**config.mk**
```make
export PLATFORM = sky130hd
export DESIGN_NAME = fetch_unit
export DESIGN_NICKNAME = d
export VERILOG_FILES = /design/src/rtl/riscv_pkg.sv /design/src/rtl/fetch_skid.sv /design/src/rtl/fetch_unit.sv
export SDC_FILE = /design/constraint.sdc
export NUM_CORES = 1
export LEC_CHECK = 0
export BUFFER_PORTS_ARGS = -buffer_cell sky130_fd_sc_hd__buf_2
export CAP_MARGIN = 20
export CORE_MARGIN = 3
export CORE_UTILIZATION = 25
export DETAILED_ROUTE_END_ITERATION = 16
export PLACE_DENSITY = 0.51
export REMOVE_ABC_BUFFERS = 1
export SYNTH_ARGS = -nofsm -noshare
export SYNTH_HDL_FRONTEND = slang
export SYNTH_SLANG_ARGS = --single-unit
```
**constraint.sdc**
```tcl
create_clock -name clk -period 3.41 [get_ports clk]
set_input_delay 0.682 -clock clk [delete_from_list [all_inputs] [get_ports clk]]
set_output_delay 0.682 -clock clk [all_outputs]
set_load 0.02 [all_outputs]
```
**src/rtl/riscv_pkg.sv**
```systemverilog
// Shared fetch-stage definitions: FSM states, instruction width, default reset PC.
// Pure declarations; no timing or flow-control behaviour of its own.
package riscv_pkg;

  localparam int          ILEN             = 32;
  localparam logic [31:0] DEFAULT_RESET_PC = 32'h0000_0000;

  typedef enum logic [1:0] {
    IDLE,
    REQ,
    WAIT,
    SQUASH
  } fetch_state_t;

  typedef struct packed {
    logic [ILEN-1:0] instr;
    logic [31:0]     pc;
  } fetch_pkt_t;

endpackage

```
**src/rtl/fetch_skid.sv**
```systemverilog
// One-entry holding slot for a fetched word that arrives while decode is stalled.
// Latency: push visible as full next cycle; flush beats push, push beats pop.
module fetch_skid
  import riscv_pkg::*;
(
  input  logic       clk,
  input  logic       rst_n,
  input  logic       push_vld,
  input  fetch_pkt_t push_dat,
  input  logic       pop_rdy,
  input  logic       flush,
  output logic       full,
  output fetch_pkt_t pop_dat
);

  always_ff @(posedge clk or negedge rst_n) begin
    if (!rst_n) begin
      full    <= 1'b0;
      pop_dat <= '0;
    end else if (flush) begin
      full <= 1'b0;
    end else if (push_vld) begin
      full    <= 1'b1;
      pop_dat <= push_dat;
    end else if (pop_rdy) begin
      full <= 1'b0;
    end
  end

endmodule

```
**src/rtl/fetch_unit.sv**
```systemverilog
// Instruction fetch: one outstanding imem request, skid-buffered output to decode (FETCH_MISALIGN_TRAP_EN adds misalign).
// Latency: accept N, rvalid N+1, if_valid N+2; stall holds if_* and parks one word in the skid buffer.
module fetch_unit
  import riscv_pkg::*;
#(
  parameter logic [31:0] RESET_PC = DEFAULT_RESET_PC
) (
  input  logic            clk,
  input  logic            rst_n,
  output logic            imem_req,
  output logic [31:0]     imem_addr,
  input  logic            imem_ready,
  input  logic            imem_rvalid,
  input  logic [ILEN-1:0] imem_rdata,
  input  logic            branch,
  input  logic [31:0]     branch_target,
  input  logic            stall,
  output logic            if_valid,
  output logic [ILEN-1:0] if_instr,
  output logic [31:0]     if_pc
`ifdef FETCH_MISALIGN_TRAP_EN
  ,
  output logic            misalign
`endif
);

  fetch_state_t state;
  logic [31:0]  pc;
  logic         redirect;
  logic [31:0]  redirect_pc;
  logic         accept;
  logic         rsp;
  logic         out_free;
  logic         skid_full;
  logic         skid_pop;
  fetch_pkt_t   skid_dat;
  fetch_pkt_t   rsp_pkt;

`ifdef FETCH_MISALIGN_TRAP_EN
  logic bad_target;

  // A misaligned target is reported and otherwise ignored.
  assign bad_target  = branch && (branch_target[1:0] != 2'b00);
  assign redirect    = branch && !bad_target;
  assign redirect_pc = branch_target;

  always_ff @(posedge clk or negedge rst_n) begin
    if (!rst_n) misalign <= 1'b0;
    else        misalign <= bad_target;
  end
`else
  assign redirect    = branch;
  assign redirect_pc = branch_target & 32'hFFFF_FFFC;
`endif

  assign imem_req  = (state == REQ) && !skid_full;
  assign imem_addr = pc;
  assign accept    = imem_req && imem_ready;
  assign rsp       = (state == WAIT) && imem_rvalid && !redirect;
  assign out_free  = !if_valid || !stall;
  assign skid_pop  = skid_full && !stall && !redirect;
  assign rsp_pkt   = {imem_rdata, pc};

  fetch_skid u_skid (
    .clk      (clk),
    .rst_n    (rst_n),
    .push_vld (rsp && !out_free),
    .push_dat (rsp_pkt),
    .pop_rdy  (skid_pop),
    .flush    (redirect),
    .full     (skid_full),
    .pop_dat  (skid_dat)
  );

  always_ff @(posedge clk or negedge rst_n) begin
    if (!rst_n) begin
      if_valid <= 1'b0;
      if_instr <= '0;
      if_pc    <= '0;
    end else if (redirect) begin
      if_valid <= 1'b0;
    end else if (skid_pop) begin
      if_valid <= 1'b1;
      if_instr <= skid_dat.instr;
      if_pc    <= skid_dat.pc;
    end else if (rsp && out_free) begin
      if_valid <= 1'b1;
      if_instr <= imem_rdata;
      if_pc    <= pc;
    end else if (!stall) begin
      if_valid <= 1'b0;
    end
  end

  // A response coincident with a redirect completes the old request, so
  // SQUASH is only needed while that response is still in flight.
  always_ff @(posedge clk or negedge rst_n) begin
    if (!rst_n) begin
      state <= IDLE;
      pc    <= RESET_PC;
    end else begin
      if (redirect)  pc <= redirect_pc;
      else if (rsp)  pc <= pc + 32'd4;
      case (state)
        IDLE:    state <= REQ;
        REQ:     if (accept) state <= redirect ? SQUASH : WAIT;
        WAIT:    if (imem_rvalid) state <= REQ;
                 else if (redirect) state <= SQUASH;
        SQUASH:  if (imem_rvalid) state <= REQ;
        default: state <= IDLE;
      endcase
    end
  end

endmodule

```
Word level (Yosys, flattened, before mapping)
Index checks and enable logic that the tools add are counted.

$add $sub $neg: 1. Eq/ne operators: 7. Multiplexer cells: 19. Bitwise logic cells: 1. Reductions and logical operators: 21.

Operators by type and width (count): 32-bit 2-to-1 mux (6); 32-bit by 3-bit adder with 32-bit output (second input constant) (1); 1-bit logical AND (8); 1-bit 2-to-1 mux (8); 2-bit 2-to-1 mux (4); 2-bit one-hot mux with 4 select lines (1); 1-bit logical NOT (5); 2-bit == test (second input constant) (2); 2-bit != test (second input constant) (2); 4-bit by 2-bit != test with 1-bit output (second input constant) (1); 2-bit AND reduction (2); 2-bit nonzero test (2); 3-bit != test (second input constant) (1); 3-bit AND reduction (1); 3-bit nonzero test (1); 2-bit by 1-bit == test with 1-bit output (second input constant) (1); 2-bit logical NOT (1); 1-bit logical OR (1); 1-bit inverter (1).

Register bits after elaboration: 164. Input bits: 70. Output and inout port bits: 98. Word-level logic and storage cells: 57.

Longest topological paths before layout
Gate-level depths: netlist of the first run.

Depth after elaboration: 7. Mapped depth: 9. Mapped depth without buffers: 6.

Hierarchy
A second synthesis of the first run with hierarchy kept.

Cells, all modules: 646. Area, all modules: 7623.6 sq um.

Modules (own cells, without submodules): fetch_unit (times used 1, cells an instance 506, area an instance 4882.2 sq um, seq. area each 2427.3 sq um); fetch_skid (times used 1, cells an instance 140, area an instance 2741.4 sq um, seq. area each 1626.6 sq um).

Worst setup path after synthesis of the first run
OpenSTA, ideal clock, no wires.

Kind: register to register. Start: register pc[2] (netlist: imem_addr[2]). End: register pc[28] (netlist: imem_addr[28]). Library setup time: 0.082 ns. Data arrival time: 2.172 ns. Required time: 3.328 ns. Path slack: 1.156 ns. Stages on the path, launching flop included: 7. Path buffers: 1. Clock period less this slack: 2.254 ns. Cell sequence: dfrtp_1 ha_1 nand3_1 or4_1 buf_2 or4_1 a31oi_1.

Word-level cells in the longest chain between the ends: 3.

RTL lines: from (decl) (line fetch_unit.sv:28) `logic [31:0] pc;`; from (signal assigned) (line fetch_unit.sv:102) `if (redirect) pc <= redirect_pc;`; from (signal assigned) (line fetch_unit.sv:103) `else if (rsp) pc <= pc + 32'd4;`; 32-bit by 3-bit adder with 32-bit output (line fetch_unit.sv:103); 32-bit 2-to-1 mux (line fetch_unit.sv:103); 32-bit 2-to-1 mux (line fetch_unit.sv:102).

No other way between the ends. The select of a mux whose other input is x is not followed. A chain may end at the register's enable or synchronous reset.

Final worst setup path of the first run
Start: register state[0]. End: register pc[23] (netlist: imem_addr[23]).

Word-level cells in the longest chain between the ends: 4.

RTL lines: from (decl) (line fetch_unit.sv:27) `fetch_state_t state;`; from (signal assigned) (line fetch_unit.sv:106) `REQ: if (accept) state <= redirect ? SQUASH : WAIT;`; 2-bit == test (line fetch_unit.sv:59) `assign rsp = (state == WAIT) && imem_rvalid && !redirect;`; 1-bit logical AND (2 in series) (line fetch_unit.sv:59); 2-bit nonzero test (no line).

No other way between the ends.

==> metrics.cfg, run 1 <==
[run_status]
status = complete, no violations

[timing]
fin_crit_ps = 2450
max_freq_ghz = 0.409
slew_viol_final = 0
hold_viol_final = 0
tightestPinTransition_ps = 1000
period_share = 0.718
rsz0062_at_grt = false
hold_ws_ps = 244
setup_viol_count_final = 0
maxSlewHeadroom = 0.330
fin_skew_ps = 9.62

[clocking]
post_cts_resized = 0
cts_tree = yes
cts_buffer_depth = 2
htree_levels = 4
numCtsBuffers = 17
cts.clk_slew.worst_paths_ps = 70
clkLatencyLatePin_ps = 420
cts_hold_buf = 0
root_buffer = clkbuf_16
cts.sinks = 158
post-cts-setup-buffers = 0

[layout]
area_growth_syn_to_layout_pct = 25.4
mostFrequentLayoutCell = mux2_2
mostFrequentLayoutCells = mux2_2, buf_2, dfrtp_1
final_util = 0.321
stdcell_count = 1136
drive_above_1_share = 0.529
num-fill-cells = 2931
nets = 811

[floorplan]
start_util = 0.256
dieArea_um2 = 31700
rows = 62
num_io_pins = 168
core_area_um2 = 28900
die_w_um = 178
die_h_um = 178

[route]
vias = 5203
ant_nets = 0
drtIter0Drc = 218
wl_um = 19300
drc = 0
wl_per_cell_um = 17.0
firstDrtPassIters = 4
vias_per_cell = 4.58

[yosys]
synth_top_area_frac = 0.534
synthFlopType = dfrtp_1
synth_area_um2 = 7400
avgSynthCellArea_um2 = 12.8
ys_warn_count = 0
ys_types = 42
synthTopCellsByArea = dfrtp_1, mux2_2, o21ai_0
async_flop_share = 1.00
synth_edf_count = 0
synthCells = 580
ys_seq_area_frac = 0.534
synth_area_leader_cell = dfrtp_1
synth_seq_cells = 158

[global_routing]
met1_usage = 0.169
grt_max_degree = 63
grt_overflow_total = 0
grtUsageMet2 = 0.191
met3_usage = 0.0398
antenna_found_initial = 3
grt_pass1_wl_um = 30200
grt_pass1_vias = 5196
grt.total_usage = 0.124
grt.busiest_layer = met2

[setup_path]
crit_family = simple AND/OR/NAND/NOR gates
cp.depth = 6
crit_type = reg -> reg
worstRegToRegCells = 6
max_stage_delay_ps = 660
critPathLaunchType = register
crit_fanout = 20
end_kind = register
crit_arrival_ps = 2790
critPathBufInv = 1
cp.required_ps = 3750
crit_slowest_cell = or4_4
path_cells = inv_1 -> ha_1 -> nand3_1 -> or4_4 -> or4_1 -> a31oi_1

[placed_design]
gp_congestion = 0.727
port_buffers = 161
dpl.hpwl_um = 13100
placed_cells = 1102

[run]
cap_violations = 0

[pwr]
intPower_mw = 4.23
p_clk_frac = 0.311
p_leak_nw = 4.26
power_density_nw_per_um2 = 682
power_frac_comb = 0.279
p_seq_frac = 0.410
switching_share = 0.333
ir_drop_uv = 262
p_sw_mw = 2.11

[min_path]
hold_class = in -> async

==> synthesized netlist by cell type (2+ instances only) <==
library cell / count
a21oi_1: 3
a31oi_1: 13
and2_1: 2
and3_1: 5
and4_1: 3
buf_2: 11
buf_4: 4
clkbuf_1: 22
dfrtp_1: 158
ha_1: 4
inv_1: 8
mux2_2: 187
mux2i_1: 2
nand2_1: 28
nand3_1: 16
nand4_1: 9
nor2_1: 20
nor2b_1: 4
nor3_1: 6
nor4_1: 4
o21ai_0: 23
o31ai_1: 5
or3_1: 7
or4_1: 9
xnor2_1: 8
xor2_1: 3
==> layer usage <==
layer  wire length, µm  part of all wire
met1              8980              0.47
met2              8850              0.46
met3              1210             0.063
met4               184            0.0096
met5                41            0.0021
==> worst paths after layout <==
check	from	to	slack (ps)
min reg2reg	if_pc[13]	if_pc[13]	500
max	state[0]	imem_addr[23]	960
max in group asynchronous	rst_n	u_skid.pop_dat[33]	2360
min in group clk	branch_target[8]	imem_addr[8]	470
min	rst_n	if_pc[27]	240
max reg2reg	state[0]	imem_addr[23]	960
==> cell type report <==
class                           instances  area, µm²  share of cell area
Inverter                                8       30.0             0.00324
Multi-Input combinational cell        379       3270               0.352
Timing Repair Buffer                  173        940               0.101
Tap cell                              384        480              0.0518
Sequential cell                       158       3950               0.426
Clock buffer                           20        467              0.0503
Clock inverter                         12        135              0.0146
Antenna cell                            2       5.00            0.000539
==> stage by stage <==
stage / power (mW) / setup slack, ps / TNS, ps / cell area (µm²)
4_1_cts: 6.45 / 965 / 0 / 9270
5_1_grt: 6.72 / 824 / 0 / 9270
3_3_place_gp: 4.41 / 725 / 0 / 8670
2_1_floorplan: 3.72 / -826 / -95020 / 7230
6_report: 6.33 / 963 / 0 / 9280
3_5_place_dp: 4.44 / 742 / 0 / 8670
==> power groups by stage <==
stage	Combinational, mW	Clock, mW	Sequential, mW
final	1.77	1.97	2.60
after global routing	1.92	2.12	2.67
after CTS	1.80	2.04	2.61
after detailed placement	1.80	0	2.64
after global placement	1.79	0	2.62
after floorplan	0.614	0	3.11
==> cells by family (layout without fill, tap and decap cells) <==
group | Yosys count | after routing | share of synthesized area
xor gates and xnor gates | 11 | 11 | 0.0130
buffers and inverters | 46 | 213 | 0.0282
other | 1 | 6 | 0.000507
AOI/OAI and AO/OA | 54 | 54 | 0.0451
adders and majority gates | 4 | 4 | 0.00676
DFF | 158 | 158 | 0.534
and+or+nand+nor | 117 | 117 | 0.0850
muxes | 189 | 189 | 0.287
==> registers in the layout, summed over array words and instances, names as in the netlist <==
register        cells
u_skid.full         1
u_skid.pop_dat     62
if_pc              30
if_valid            1
state               2
if_instr           32
imem_addr          30
No activity file was read; power rests on OpenSTA's default activity.
==> run 2: changes to the inputs <==
- clock period: 3.41 -> 2.4 ns (I/O delays scaled with it)
==> metrics.cfg, run 2 (synthesis results as in run 1) <==
[layout]
n_antenna_cell = 0
largest_register_ffs = 62
mostFrequentLayoutCells = mux2_2, buf_2, dfrtp_1
mostFrequentLayoutCell = mux2_2
nets = 829
drive_above_1_share = 0.536
area_growth_syn_to_layout_pct = 27.4
final_util = 0.326
largestRegisters = u_skid.pop_dat (62), if_instr (32)
largest_register = u_skid.pop_dat
num-fill-cells = 2946

[route]
firstDrtPassIters = 5
wl_um = 19200
drc = 0
wl_per_cell_um = 16.7
vias_per_cell = 4.53
ant_nets = 0
vias = 5216
drtIter0Drc = 225

[global_routing]
antenna_found_initial = 4
grt.total_usage = 0.122
grt_pass1_wl_um = 29700
grt_overflow_total = 0
met3_usage = 0.0372
grtUsageMet2 = 0.197
grt_max_degree = 54
grt.busiest_layer = met2
met1_usage = 0.159
grt_pass1_vias = 5123

[setup_path]
r2r_slack_ps = 210
crit_path_end = imem_addr[25]
worstRegToRegCells = 6
r2r-end = imem_addr[25]
timing.rr.start = state[0]
crit_fanout = 20
crit_arrival_ps = 2530
crit_start = state[0]
crit_type = reg -> reg
critPathLaunchType = register
end_kind = register
cp.required_ps = 2740

[clocking]
cts.sinks = 158
htree_levels = 4
cts_tree = yes
cts_buffer_depth = 2
cts.clk_slew.worst_paths_ps = 70
root_buffer = clkbuf_16
clkLatencyLatePin_ps = 420
numCtsBuffers = 17
post_cts_resized = 0

[min_path]
hold_class = in -> reg

[placed_design]
dpl.hpwl_um = 13500
gp_congestion = 0.736
port_buffers = 161

[timing]
max_freq_ghz = 0.458
hold_viol_final = 0
rsz0062_at_grt = false
fin_skew_ps = 11.9
fin_crit_ps = 2190
slew_viol_final = 0
setup_viol_count_final = 0
period_share = 0.910

[floorplan]
rows = 62
core_area_um2 = 28900
start_util = 0.256
dieArea_um2 = 31700
die_h_um = 178
num_io_pins = 168
die_w_um = 178

[pwr]
p_leak_nw = 4.34
ir_drop_uv = 412
power_density_nw_per_um2 = 948
power_mw = 8.94

[run]
cap_violations = 0

[run_status]
status = complete, no violations

[run 2: changes by cell type in the layout (fill, tap and decap cells not counted), moves of 2 or more]
| cell | previous run | this run |
|---|---|---|
| buf_12 | 3 | 6 |
| clkbuf_8 | 3 | 1 |
| clkbuf_1 | 0 | 2 |
| diode_2 | 2 | 0 |
| clkinvlp_4 | 1 | 3 |
| buf_4 | 9 | 23 |
[run 2: timing repair]
item / in CTS / in global routing
setup buffers: 0 / 0
hold buffers: 1 / 0
endpoints found under the hold margin: 32 / 0
[run 2: how the worst min path moves through the flow]
stage | slack (ps) | cells after the start | from | endpoint
final | 270 | 3 | branch_target[8] | imem_addr[8]
after global routing | 260 | 3 | branch_target[8] | imem_addr[8]
after floorplan | 180 | 0 | rst_n | if_instr[0]
after global placement | 420 | 1 | rst_n | u_skid.pop_dat[26]
after detailed placement | 420 | 1 | rst_n | if_pc[29]
after CTS | 250 | 3 | branch_target[8] | imem_addr[8]
[run 2: per-stage QoR]
stage               setup slack, ps  instance area, µm²  cells  setup TNS [ps]  hold WS [ps]
floorplan                     -1840                7230    545         -221250           184
global placement                191                8840   1119               0           417
detailed placement              186                8840   1119               0           421
CTS                             210                9430   1152               0           246
global route                   97.4                9430   1152               0           261
finish                          215                9430   1152               0           274
[run 2: final cells by class]
cell class,instances,area [µm²],share of cell area
Clock buffer,20,447,0.0474
Tap cell,384,480,0.0509
Inverter,8,30.0,0.00318
Sequential cell,158,3950,0.419
Clock inverter,12,136,0.0145
Timing Repair Buffer,191,1110,0.118
Multi-Input combinational cell,379,3270,0.347
[run 2: power by group]
group / total [mW] / leakage, nW / switching [mW] / internal, mW
combinational: 2.58 / 2.03 / 1.47 / 1.11
clock: 2.72 / 0.277 / 1.15 / 1.57
sequential: 3.64 / 2.04 / 0.334 / 3.31
total: 8.94 / 4.34 / 2.96 / 5.98
[run 2: metal layers]
| metal | part of all wire | vias to the layer above |
|---|---|---|
| met5 | 0.0025 | - |
| met4 | 0.012 | 8 |
| met3 | 0.063 | 23 |
| met2 | 0.46 | 136 |
| met1 | 0.46 | 2574 |
| li1 | - | 2475 |
[run 2: worst max-delay path, stage by stage, from the launching register on]
cell and delay, ps:
dfrtp_1 400, inv_1 80, ha_1 160, nand3_1 100, or4_4 660, or4b_1 540
a31oi_1 170
==> run 3: changes to the inputs <==
- CORE_UTILIZATION: 25 -> 45
- PLACE_DENSITY: 0.51 -> 0.76
==> metrics.cfg, run 3 (synthesis results as in run 1) <==
[run_status]
status = complete, no violations

[run]
cap_violations = 0

[timing]
tightestPinTransition_ps = 610
period_share = 0.927
hold_viol_final = 0
rsz0062_at_grt = false
fin_crit_ps = 2230
fin_skew_ps = 7.89
max_freq_ghz = 0.449
slew_viol_final = 0
hold_ws_ps = 56.0
maxSlewHeadroom = 0.593
setup_viol_count_final = 0

[clocking]
root_buffer = clkbuf_16
cts.clk_slew.worst_paths_ps = 60
htree_levels = 4
clkLatencyLatePin_ps = 420
cts_hold_buf = 0
post-cts-setup-buffers = 0
cts_tree = yes
post_cts_resized = 0
numCtsBuffers = 17
cts.sinks = 158
cts_buffer_depth = 2

[layout]
nets = 823
mostFrequentLayoutCell = mux2_2
largestRegisters = u_skid.pop_dat (62), if_instr (32)
mostFrequentLayoutCells = mux2_2, buf_2, dfrtp_1
largest_register = u_skid.pop_dat
num-fill-cells = 1378
area_growth_syn_to_layout_pct = 23.6
drive_above_1_share = 0.537
n_antenna_cell = 0
largest_register_ffs = 62

[pwr]
power_density_nw_per_um2 = 961
power_mw = 8.79
p_leak_nw = 4.30
ir_drop_uv = 475

[setup_path]
crit_fanout = 20
cp.required_ps = 2730
crit_arrival_ps = 2560
timing.rr.start = state[0]
critPathLaunchType = register
crit_start = state[0]
crit_type = reg -> reg
r2r_slack_ps = 170
end_kind = register

[global_routing]
grt.total_usage = 0.196
grt_max_degree = 66
grt_overflow_total = 0
grt_pass1_wl_um = 28300
grt_pass1_vias = 5586
antenna_found_initial = 1

[route]
wl_per_cell_um = 17.4
vias = 5314
ant_nets = 0
wl_um = 17000
drc = 0
vias_per_cell = 5.43
firstDrtPassIters = 4
drtIter0Drc = 367

[floorplan]
die_h_um = 134
rows = 46
core_area_um2 = 16000
die_w_um = 134
dieArea_um2 = 18000
start_util = 0.463
num_io_pins = 168

[min_path]
hold_class = in -> async

[placed_design]
port_buffers = 161
dpl.hpwl_um = 12100
gp_congestion = 0.845

run 3: cell types whose count changed in the layout (fill, tap and decap cells not counted), sizes merged:
| cell | change |
|---|---|
| buf | -5 |
| clkinv | +5 |
| clkbuf | -2 |
| inv | -2 |
| bufinv | -1 |
| dlygate4sd3 | -1 |
run 3: cell type report:
class / instances / area, µm² / area share
Clock buffer: 18 / 439 / 0.0480
Multi-Input combinational cell: 379 / 3270 / 0.357
Tap cell: 216 / 270 / 0.0295
Inverter: 8 / 30.0 / 0.00328
Clock inverter: 14 / 121 / 0.0133
Timing Repair Buffer: 185 / 1070 / 0.117
Sequential cell: 158 / 3950 / 0.432
run 3: metrics by stage:
stage	worst slack, ps	utilization	cells	instance area [µm²]	TNS, ps
finish	175	0.572	978	9150	0
global route	26.9	0.572	978	9150	0
CTS	174	0.572	978	9150	0
detailed placement	163	0.537	946	8590	0
global placement	241	0.537	946	8590	0
floorplan	-1840	-	545	7230	-221250
run 3: worst max-delay path: stages (launching register included):
cell and delay [ps]:
dfrtp_1 400, inv_1 90, ha_1 160, nand3_1 110, or4_4 660, or4b_1 530, a31oi_1 190
run 3: path summary, 6_finish.rpt:
kind / endpoint / cells past startpoint
min in group clk: imem_addr[5] / 3
worst max register to register: imem_addr[25] / 6
worst min-delay path: u_skid.pop_dat[29] / 1
worst max-delay path: imem_addr[25] / 6
worst min register to register: u_skid.pop_dat[23] / 1
max in group asynchronous: if_instr[12] / 2
run 3: power by group:
part	switching, mW	total, mW	leakage, nW	internal [mW]
combinational	1.46	2.56	2.00	1.10
clock	1.09	2.54	0.271	1.45
sequential	0.382	3.69	2.04	3.31
run 3: routing by layer:
layer / GRT usage / routed length [µm] / up-vias
met5: 0 / 7 / -
met4: 0.0701 / 335 / 2
met2: 0.320 / 8120 / 169
met1: 0.254 / 7340 / 2660
li1: - / - / 2452
met3: 0.0544 / 1220 / 31
